`src/rtl/seven_seg_scanner_if.sv`:
```
// Load handshake between the value producer and the seven-segment scanner.
// The producer drives an image plus Load; the scanner answers with LoadAck.
interface seven_seg_scanner_if;
    logic [15:0] Value;
    logic [3:0]  DigitEn;
    logic [3:0]  DpIn;
    logic        Load;
    logic        LoadAck;

    modport master (
        output Value,
        output DigitEn,
        output DpIn,
        output Load,
        input  LoadAck
    );

    modport slave (
        input  Value,
        input  DigitEn,
        input  DpIn,
        input  Load,
        output LoadAck
    );
endinterface

```
`src/rtl/seven_seg_scanner.sv`:
```
// Time-multiplexed driver for a 4-digit common-anode seven-segment display.
// New images are staged on Load and swapped in only at frame boundaries.
module seven_seg_scanner #(
    parameter int TICKS_PER_DIGIT = 4,
    parameter int BLANK_TICKS     = 1
) (
    input  logic                 Clk,
    input  logic                 Rst,
    input  logic                 ClkEnable,
    seven_seg_scanner_if.slave   load_bus,
    output logic [3:0]           an,
    output logic [6:0]           seg,
    output logic                 dp,
    output logic                 FrameDone
);

    localparam int CNT_W = (TICKS_PER_DIGIT > 1) ? $clog2(TICKS_PER_DIGIT) : 1;
    localparam logic [CNT_W-1:0] LAST_CNT = CNT_W'(TICKS_PER_DIGIT - 1);

    typedef struct packed {
        logic [15:0] value;
        logic [3:0]  en;
        logic [3:0]  dp;
    } image_t;

    logic [CNT_W-1:0] cnt;
    logic [1:0]       idx;
    image_t           live;
    image_t           staging;
    image_t           shadow;
    logic             pending;

    logic             last_tick;
    logic             boundary;
    logic             in_blank;
    logic             digit_on;
    logic [3:0]       cur_nib;

    // Active-low {g,f,e,d,c,b,a} pattern for one hex digit.
    function automatic logic [6:0] hex_to_seg(input logic [3:0] nib);
        case (nib)
            4'h0: hex_to_seg = 7'b1000000;
            4'h1: hex_to_seg = 7'b1111001;
            4'h2: hex_to_seg = 7'b0100100;
            4'h3: hex_to_seg = 7'b0110000;
            4'h4: hex_to_seg = 7'b0011001;
            4'h5: hex_to_seg = 7'b0010010;
            4'h6: hex_to_seg = 7'b0000010;
            4'h7: hex_to_seg = 7'b1111000;
            4'h8: hex_to_seg = 7'b0000000;
            4'h9: hex_to_seg = 7'b0010000;
            4'hA: hex_to_seg = 7'b0001000;
            4'hB: hex_to_seg = 7'b0000011;
            4'hC: hex_to_seg = 7'b1000110;
            4'hD: hex_to_seg = 7'b0100001;
            4'hE: hex_to_seg = 7'b0000110;
            4'hF: hex_to_seg = 7'b0001110;
        endcase
    endfunction

    always_comb begin
        live.value = load_bus.Value;
        live.en    = load_bus.DigitEn;
        live.dp    = load_bus.DpIn;
        last_tick  = (cnt == LAST_CNT);
        boundary   = ClkEnable && last_tick && (idx == 2'd3);
        in_blank   = (BLANK_TICKS != 0) && (int'(cnt) < BLANK_TICKS);
        digit_on   = shadow.en[idx] && !in_blank;
        cur_nib    = shadow.value[{idx, 2'b00} +: 4];
    end

    // NOTE: all state below uses non-blocking assignments so every register
    // sees the pre-edge values of its neighbours, whatever the block order.
    always_ff @(posedge Clk or posedge Rst) begin
        if (Rst) begin
            cnt <= '0;
            idx <= 2'd0;
        end else if (ClkEnable) begin
            if (last_tick) begin
                cnt <= '0;
                idx <= idx + 2'd1;
            end else begin
                cnt <= cnt + 1'b1;
            end
        end
    end

    // A Load in the boundary cycle itself bypasses staging straight to shadow.
    always_ff @(posedge Clk or posedge Rst) begin
        if (Rst) begin
            staging          <= '0;
            shadow           <= '0;
            pending          <= 1'b0;
            load_bus.LoadAck <= 1'b0;
        end else begin
            load_bus.LoadAck <= 1'b0;
            if (boundary && (load_bus.Load || pending)) begin
                shadow           <= load_bus.Load ? live : staging;
                pending          <= 1'b0;
                load_bus.LoadAck <= 1'b1;
            end else if (load_bus.Load) begin
                staging <= live;
                pending <= 1'b1;
            end
        end
    end

    always_ff @(posedge Clk or posedge Rst) begin
        if (Rst) begin
            an        <= 4'b1111;
            seg       <= 7'b1111111;
            dp        <= 1'b1;
            FrameDone <= 1'b0;
        end else begin
            an        <= digit_on ? ~(4'b0001 << idx) : 4'b1111;
            seg       <= hex_to_seg(cur_nib);
            dp        <= ~shadow.dp[idx];
            FrameDone <= boundary;
        end
    end

endmodule

```
`src/flat_wrapper.sv`:
```
// flat-port wrapper written by rule: the top's interface ports become plain ports
module seven_seg_scanner_flat 
#(
    parameter int TICKS_PER_DIGIT = 4,
    parameter int BLANK_TICKS     = 1
)
  (Clk, Rst, ClkEnable, an, seg, dp, FrameDone, load_bus_Value, load_bus_DigitEn, load_bus_DpIn, load_bus_Load, load_bus_LoadAck);
  seven_seg_scanner_if load_bus_i ();
  input  logic Clk;
  input  logic Rst;
  input  logic ClkEnable;
  output logic [3:0] an;
  output logic [6:0] seg;
  output logic dp;
  output logic FrameDone;
  input wire logic [$bits(load_bus_i.Value)-1:0] load_bus_Value;
  input wire logic [$bits(load_bus_i.DigitEn)-1:0] load_bus_DigitEn;
  input wire logic [$bits(load_bus_i.DpIn)-1:0] load_bus_DpIn;
  input wire logic [$bits(load_bus_i.Load)-1:0] load_bus_Load;
  output wire logic [$bits(load_bus_i.LoadAck)-1:0] load_bus_LoadAck;
  assign load_bus_i.Value = load_bus_Value;
  assign load_bus_i.DigitEn = load_bus_DigitEn;
  assign load_bus_i.DpIn = load_bus_DpIn;
  assign load_bus_i.Load = load_bus_Load;
  assign load_bus_LoadAck = load_bus_i.LoadAck;
  seven_seg_scanner #(.TICKS_PER_DIGIT(TICKS_PER_DIGIT), .BLANK_TICKS(BLANK_TICKS)) u_core (.Clk(Clk), .Rst(Rst), .ClkEnable(ClkEnable), .load_bus(load_bus_i), .an(an), .seg(seg), .dp(dp), .FrameDone(FrameDone));
endmodule
```
`config.mk`:
```
export PLATFORM = sky130hd
export DESIGN_NAME = seven_seg_scanner_flat
export DESIGN_NICKNAME = d
export VERILOG_FILES = /design/src/rtl/seven_seg_scanner_if.sv /design/src/rtl/seven_seg_scanner.sv /design/src/flat_wrapper.sv
export SDC_FILE = /design/constraint.sdc
export NUM_CORES = 1
export LEC_CHECK = 0
export CORE_MARGIN = 5
export CORE_UTILIZATION = 57
export CTS_BUF_LIST = sky130_fd_sc_hd__clkbuf_8
export CTS_CLUSTER_SIZE = 25
export DETAILED_ROUTE_END_ITERATION = 12
export GPL_TIMING_DRIVEN = 0
export MAX_ROUTING_LAYER = met4
export PLACE_DENSITY = 0.92
export SYNTH_ARGS = -nofsm -noshare
export SYNTH_HDL_FRONTEND = slang
export SYNTH_SLANG_ARGS = --single-unit
```
`constraint.sdc`:
```
create_clock -name Clk -period 2.2 [get_ports Clk]
set_input_delay 0.33 -clock Clk [delete_from_list [all_inputs] [get_ports Clk]]
set_output_delay 0.33 -clock Clk [all_outputs]
set_load 0.02 [all_outputs]
```
# After elaboration in Yosys (flattened, before gate mapping)
# Memories as Yosys holds them, arrays and structs flattened. A register that Yosys moved wholly into a read port is not among the register bits.
# Index checks and enable logic that the tools add are counted.
[classes]
add_sub_neg = 2
magnitude_cmp = 2
n_eq_ne = 2
n_shift = 2
n_mux = 10
bitwise = 2
reduce_logical = 8
[ops]
columns = ["operator", "count"]
rows = [
  ["$mux 24", 1],
  ["$shiftx 16x5->4", 1],
  ["$mux 1", 5],
  ["$add 2x1->2 const B", 2],
  ["$bmux 1 s2", 2],
  ["$eq 2x2->1 const B", 2],
  ["$logic_and 1x1->1", 4],
  ["$mux 4", 1],
  ["$not 4->4", 1],
  ["$shl 1x2->4 const A", 1],
  ["$lt 2x3->1 const B", 1],
  ["$lt 2x1->1 const B", 1],
  ["$mux 2", 1],
  ["$reduce_and 2->1", 1],
  ["$reduce_bool 2->1", 1],
  ["$logic_not 1->1", 1],
  ["$logic_or 1x1->1", 1],
  ["$not 1->1", 1],
]
[word_totals]
regBits = 60
romBits = 112
inputBits = 28
output_inout_bits = 14
elab_cells = 42
n_memories = 1
[memory_table]
columns = ["name", "words", "word_bits", "read_ports", "rd_clocked_by_memory_dff", "write_ports", "line_no", "text"]
rows = [
  ["(name not given)", 16, 7, 1, 1, 0, "seven_seg_scanner.sv:41", "case (nib)"],
]

# Depth between registers and ports, before layout
[logic_depth]
depth_word = 5
depth_mapped = 7
mapped_depth_nobuf = 6

# Worst setup path before layout
# OpenSTA, ideal clock, no wires.
[synth_timing]
path_type = "register -> register"
startpoint = "register u_core.idx[1]"
endpoint = "register u_core.seg[1]"
setup_time_ns = 0.077
arrival_time_ns = 1.658
t_required_ns = 2.123
path_slack_ns = 0.465
stages_incl_launch_ff = 8
path_buffers = 1
synth_period_minus_slack_ns = 1.735
path_cell_list = "dfrtp_1 > buf_6 > mux4_2 > inv_1 > ha_1 > inv_1 > nor3b_1 > a21o_1"
[synth_via]
elab_chain_len = 1
[synth_lines]
columns = ["item", "line_no", "text"]
rows = [
  ["start, declared", "seven_seg_scanner.sv:27", "logic [1:0] idx;"],
  ["start signal, assigned", "seven_seg_scanner.sv:81", "idx <= idx + 2'd1;"],
  ["$shiftx 16x5->4", "seven_seg_scanner.sv:69", "cur_nib = shadow.value[{idx, 2'b00} +: 4];"],
  ["end, declared", "seven_seg_scanner.sv:12", "output logic [6:0] seg,"],
]
# No other way between the ends.
# A chain may end at the register's enable or synchronous reset.

# Worst setup path in the final report
[layout_timing]
startpoint = "register u_core.idx[1]"
endpoint = "register u_core.seg[3]"
# The elaborated chain is that of the path after synthesis.

==> flow_metrics.tcl <==
set metrics [dict create \
    final.period_utilization 0.878 \
    cts_root_buf "clkbuf_8" \
    r2r_end "u_core.seg[3]$_DFF_PP1_" \
    critPathMaxStageDelay_ns 0.59 \
    initial_core_util 0.597 \
    report.final.setup_viol 0 \
    hold_buffers 0 \
    ir_worst_vdd_mv 0.620 \
    clkLatencyLatePin_ns 0.34 \
    synthArstFlopShare 1.00 \
    yosys-top-cells-area "dfrtp_1, dfstp_2, mux2_2, mux2i_1, ha_1" \
    crit_family "multiplexers" \
    status "completed" \
    worstRegToRegCells 7 \
    crit_type "register to register" \
    hpwl_um 4450 \
    leakage_nw 1.72 \
    antennaDiodeCount 0 \
    synth_xor_area_frac 0.00564 \
    hold_violations 0 \
    relSlewSlack 0.494 \
    skew_ns 0.00473 \
    vias_per_cell 5.33 \
    fin_util 0.731 \
    vias 2005 \
    cp-startpoint "u_core.idx[1]$_DFFE_PP0P_" \
    syn2layout_area_growth_pct 22.5 \
    post_cts_buffers 0 \
    fmax_mhz 518 \
    worst_pin_slew_ns 0.759 \
    die-area_um2 7030 \
    drt_iter0_drc 76 \
    antenna_found_initial 0 \
    grt_pass1_wl_um 10600 \
    row_count 26 \
    finalWirelength_um 6020 \
    port_buffers 40 \
    cts_buffers 9 \
    layout-drive-gt1-share 0.222 \
    hp-class "input port to async pin" \
    yosys.area.top_type_share 0.443 \
    gp_congestion 0.817 \
    synthCells 249 \
    syn-num-nets 289 \
    slew_violations 0 \
    critical_path_cell_count 7 \
    synth_edf_count 0 \
    die_y_um 83.8 \
    syn_area_per_cell_um2 12.5 \
    synthFlopType "dfrtp_1" \
    synth-simple-area-share 0.0628 \
    synth_top_area_cell "dfrtp_1" \
    cp.arrival_ns 2.20 \
    syn-cell-area_um2 3110 \
    dp.cells 360 \
    routedWlPerCell_um 16.0 \
    power_w 0.00443 \
    path_cells "buf_6, mux4_2, inv_1, ha_1, inv_1, mux2i_1, mux2i_1" \
    gr-total-overflow 0 \
    ys_warn_count 0 \
    drtPass1Iterations 4 \
    fp.coreArea_um2 5200 \
    cts_tree "built" \
    critPathMaxFanout 8 \
    clkTransAtPathRegs_ns 0.07 \
    rsz0062_at_grt "no" \
    synth_compound_area_frac 0.0576 \
    grt_max_degree 42 \
    netlist_top_cells_count "dfrtp_1, nand2_1, mux2i_1" \
    post-route-min-period_ns 1.93 \
    p_per_area_nw_per_um2 1160 \
    cts_resized 0 \
    grt_usage 0.197 \
    synthAdderAreaFrac 0.0483 \
    r2r-start "u_core.idx[1]$_DFFE_PP0P_" \
    final_nets 341 \
    drc 0 \
    max-clock-path-buffers 2 \
    cap_viol_max_count 0 \
    grt_pass1_vias 2195 \
    worstSetupEndpointType "register" \
    cpMaxStageDelayCell "mux4_2" \
    synth_top_family_by_area "multiplexers" \
    required_ns 2.47 \
    yosysUniqueCellTypes 28 \
    synth.ff_latch_count 67 \
    setup.worst_path.end "u_core.seg[3]$_DFF_PP1_" \
    die_x_um 83.8 \
    seq_area_frac_synth 0.544 \
    synthMuxAreaShare 0.239 \
    cts_max_level 3 \
    yosysMostFrequentCell "dfrtp_1" \
    cp_num_buf_inv 3 \
    start_kind "register" \
    ant_nets 0 \
    r2r_setup_slack_ns 0.27 \
    cts_sinks 67 \
    ioPinCount 42 \
    finalNonFillerCells 376 \
]
worst min-delay path by stage:
stage	from	endpoint	slack, ns	cells past startpoint
2_1_floorplan	ClkEnable	u_core.cnt[0]$_DFFE_PP0P_	0.43	1
3_3_place_gp	u_core.shadow[6]$_DFFE_PP0P_	u_core.shadow[6]$_DFFE_PP0P_	0.46	2
3_5_place_dp	u_core.shadow[3]$_DFFE_PP0P_	u_core.shadow[3]$_DFFE_PP0P_	0.47	2
4_1_cts	Rst	u_core.cnt[0]$_DFFE_PP0P_	0.38	2
5_1_grt	Rst	u_core.cnt[0]$_DFFE_PP0P_	0.43	2
6_report	Rst	u_core.FrameDone$_DFF_PP0_	0.36	2
flip-flops by register name, indices dropped and copies added (netlist names):
register / flops
u_core.FrameDone: 1
u_core.shadow: 24
u_core.an: 4
u_core.pending: 1
u_core.cnt: 2
u_core.seg: 7
u_core.staging: 24
u_core.load_bus.LoadAck: 1
u_core.dp: 1
u_core.idx: 2
kinds of logic (layout without fill, tap and decap cells):
group                      count (synthesis)  after routing
DFF                                       67             67
and+or+nand+nor                           44             44
buffers and inverters                     29             86
AOI/OAI and AO/OA                         33             33
xor gates and xnor gates                   2              2
muxes                                     62             62
adders and majority gates                 12             12
through the flow:
stage	hold WS (ns)	cell area, µm²	setup WS (ns)	setup TNS, ns
2_1_floorplan	0.426	3110	0.207	0
3_3_place_gp	0.457	3600	-0.790	-45.89
3_5_place_dp	0.469	3620	-0.0504	-0.654
4_1_cts	0.381	3810	0.253	0
5_1_grt	0.434	3810	0.111	0
6_report	0.365	3810	0.268	0
placed cells by master, fill, tap and decap left out:
master            n
mux4_1            2
mux2_2           25
inv_2             1
a21o_1            1
dfrtp_1          55
and3_1            1
clkinv_2          1
mux2_1            2
o21ai_0          27
buf_1             1
nor3b_1           3
nand3b_1          1
dfstp_2          12
nor2b_1           1
a211oi_2          1
nand2_1          30
buf_6             2
mux4_2            4
o2111ai_1         1
ha_1             12
buf_2             7
inv_1            15
clkbuf_8         13
o21ai_1           3
clkbuf_1          5
nand2b_1          2
clkdlybuf4s50_1  40
mux2i_1          28
nand3_1           4
xnor2_1           2
nor2_1            2
buf_12            1
mux2_4            1
cell type report:
cell class,count,area [µm²]
tap,70,87.6
fill,367,1400
clock inverter,3,12.5
multi-input combinational,153,1280
timing repair buffer,41,420
buffer,15,80.1
clock buffer,13,179
sequential,67,1690
inverter,14,52.6
power by group:
part	switching, W	internal, W	leakage [nW]
Clock	0.000437	0.000523	0.108
Combinational	0.000871	0.000808	0.807
Sequential	0.000168	0.00162	0.807
Total	0.00148	0.00295	1.72
layer usage:
layer	share of wire	global-route usage
met5	0	-
met1	0.42	0.230
met4	0.015	0.0673
met3	0.046	0.0553
met2	0.52	0.329
Power figures use the tool's default switching activity.
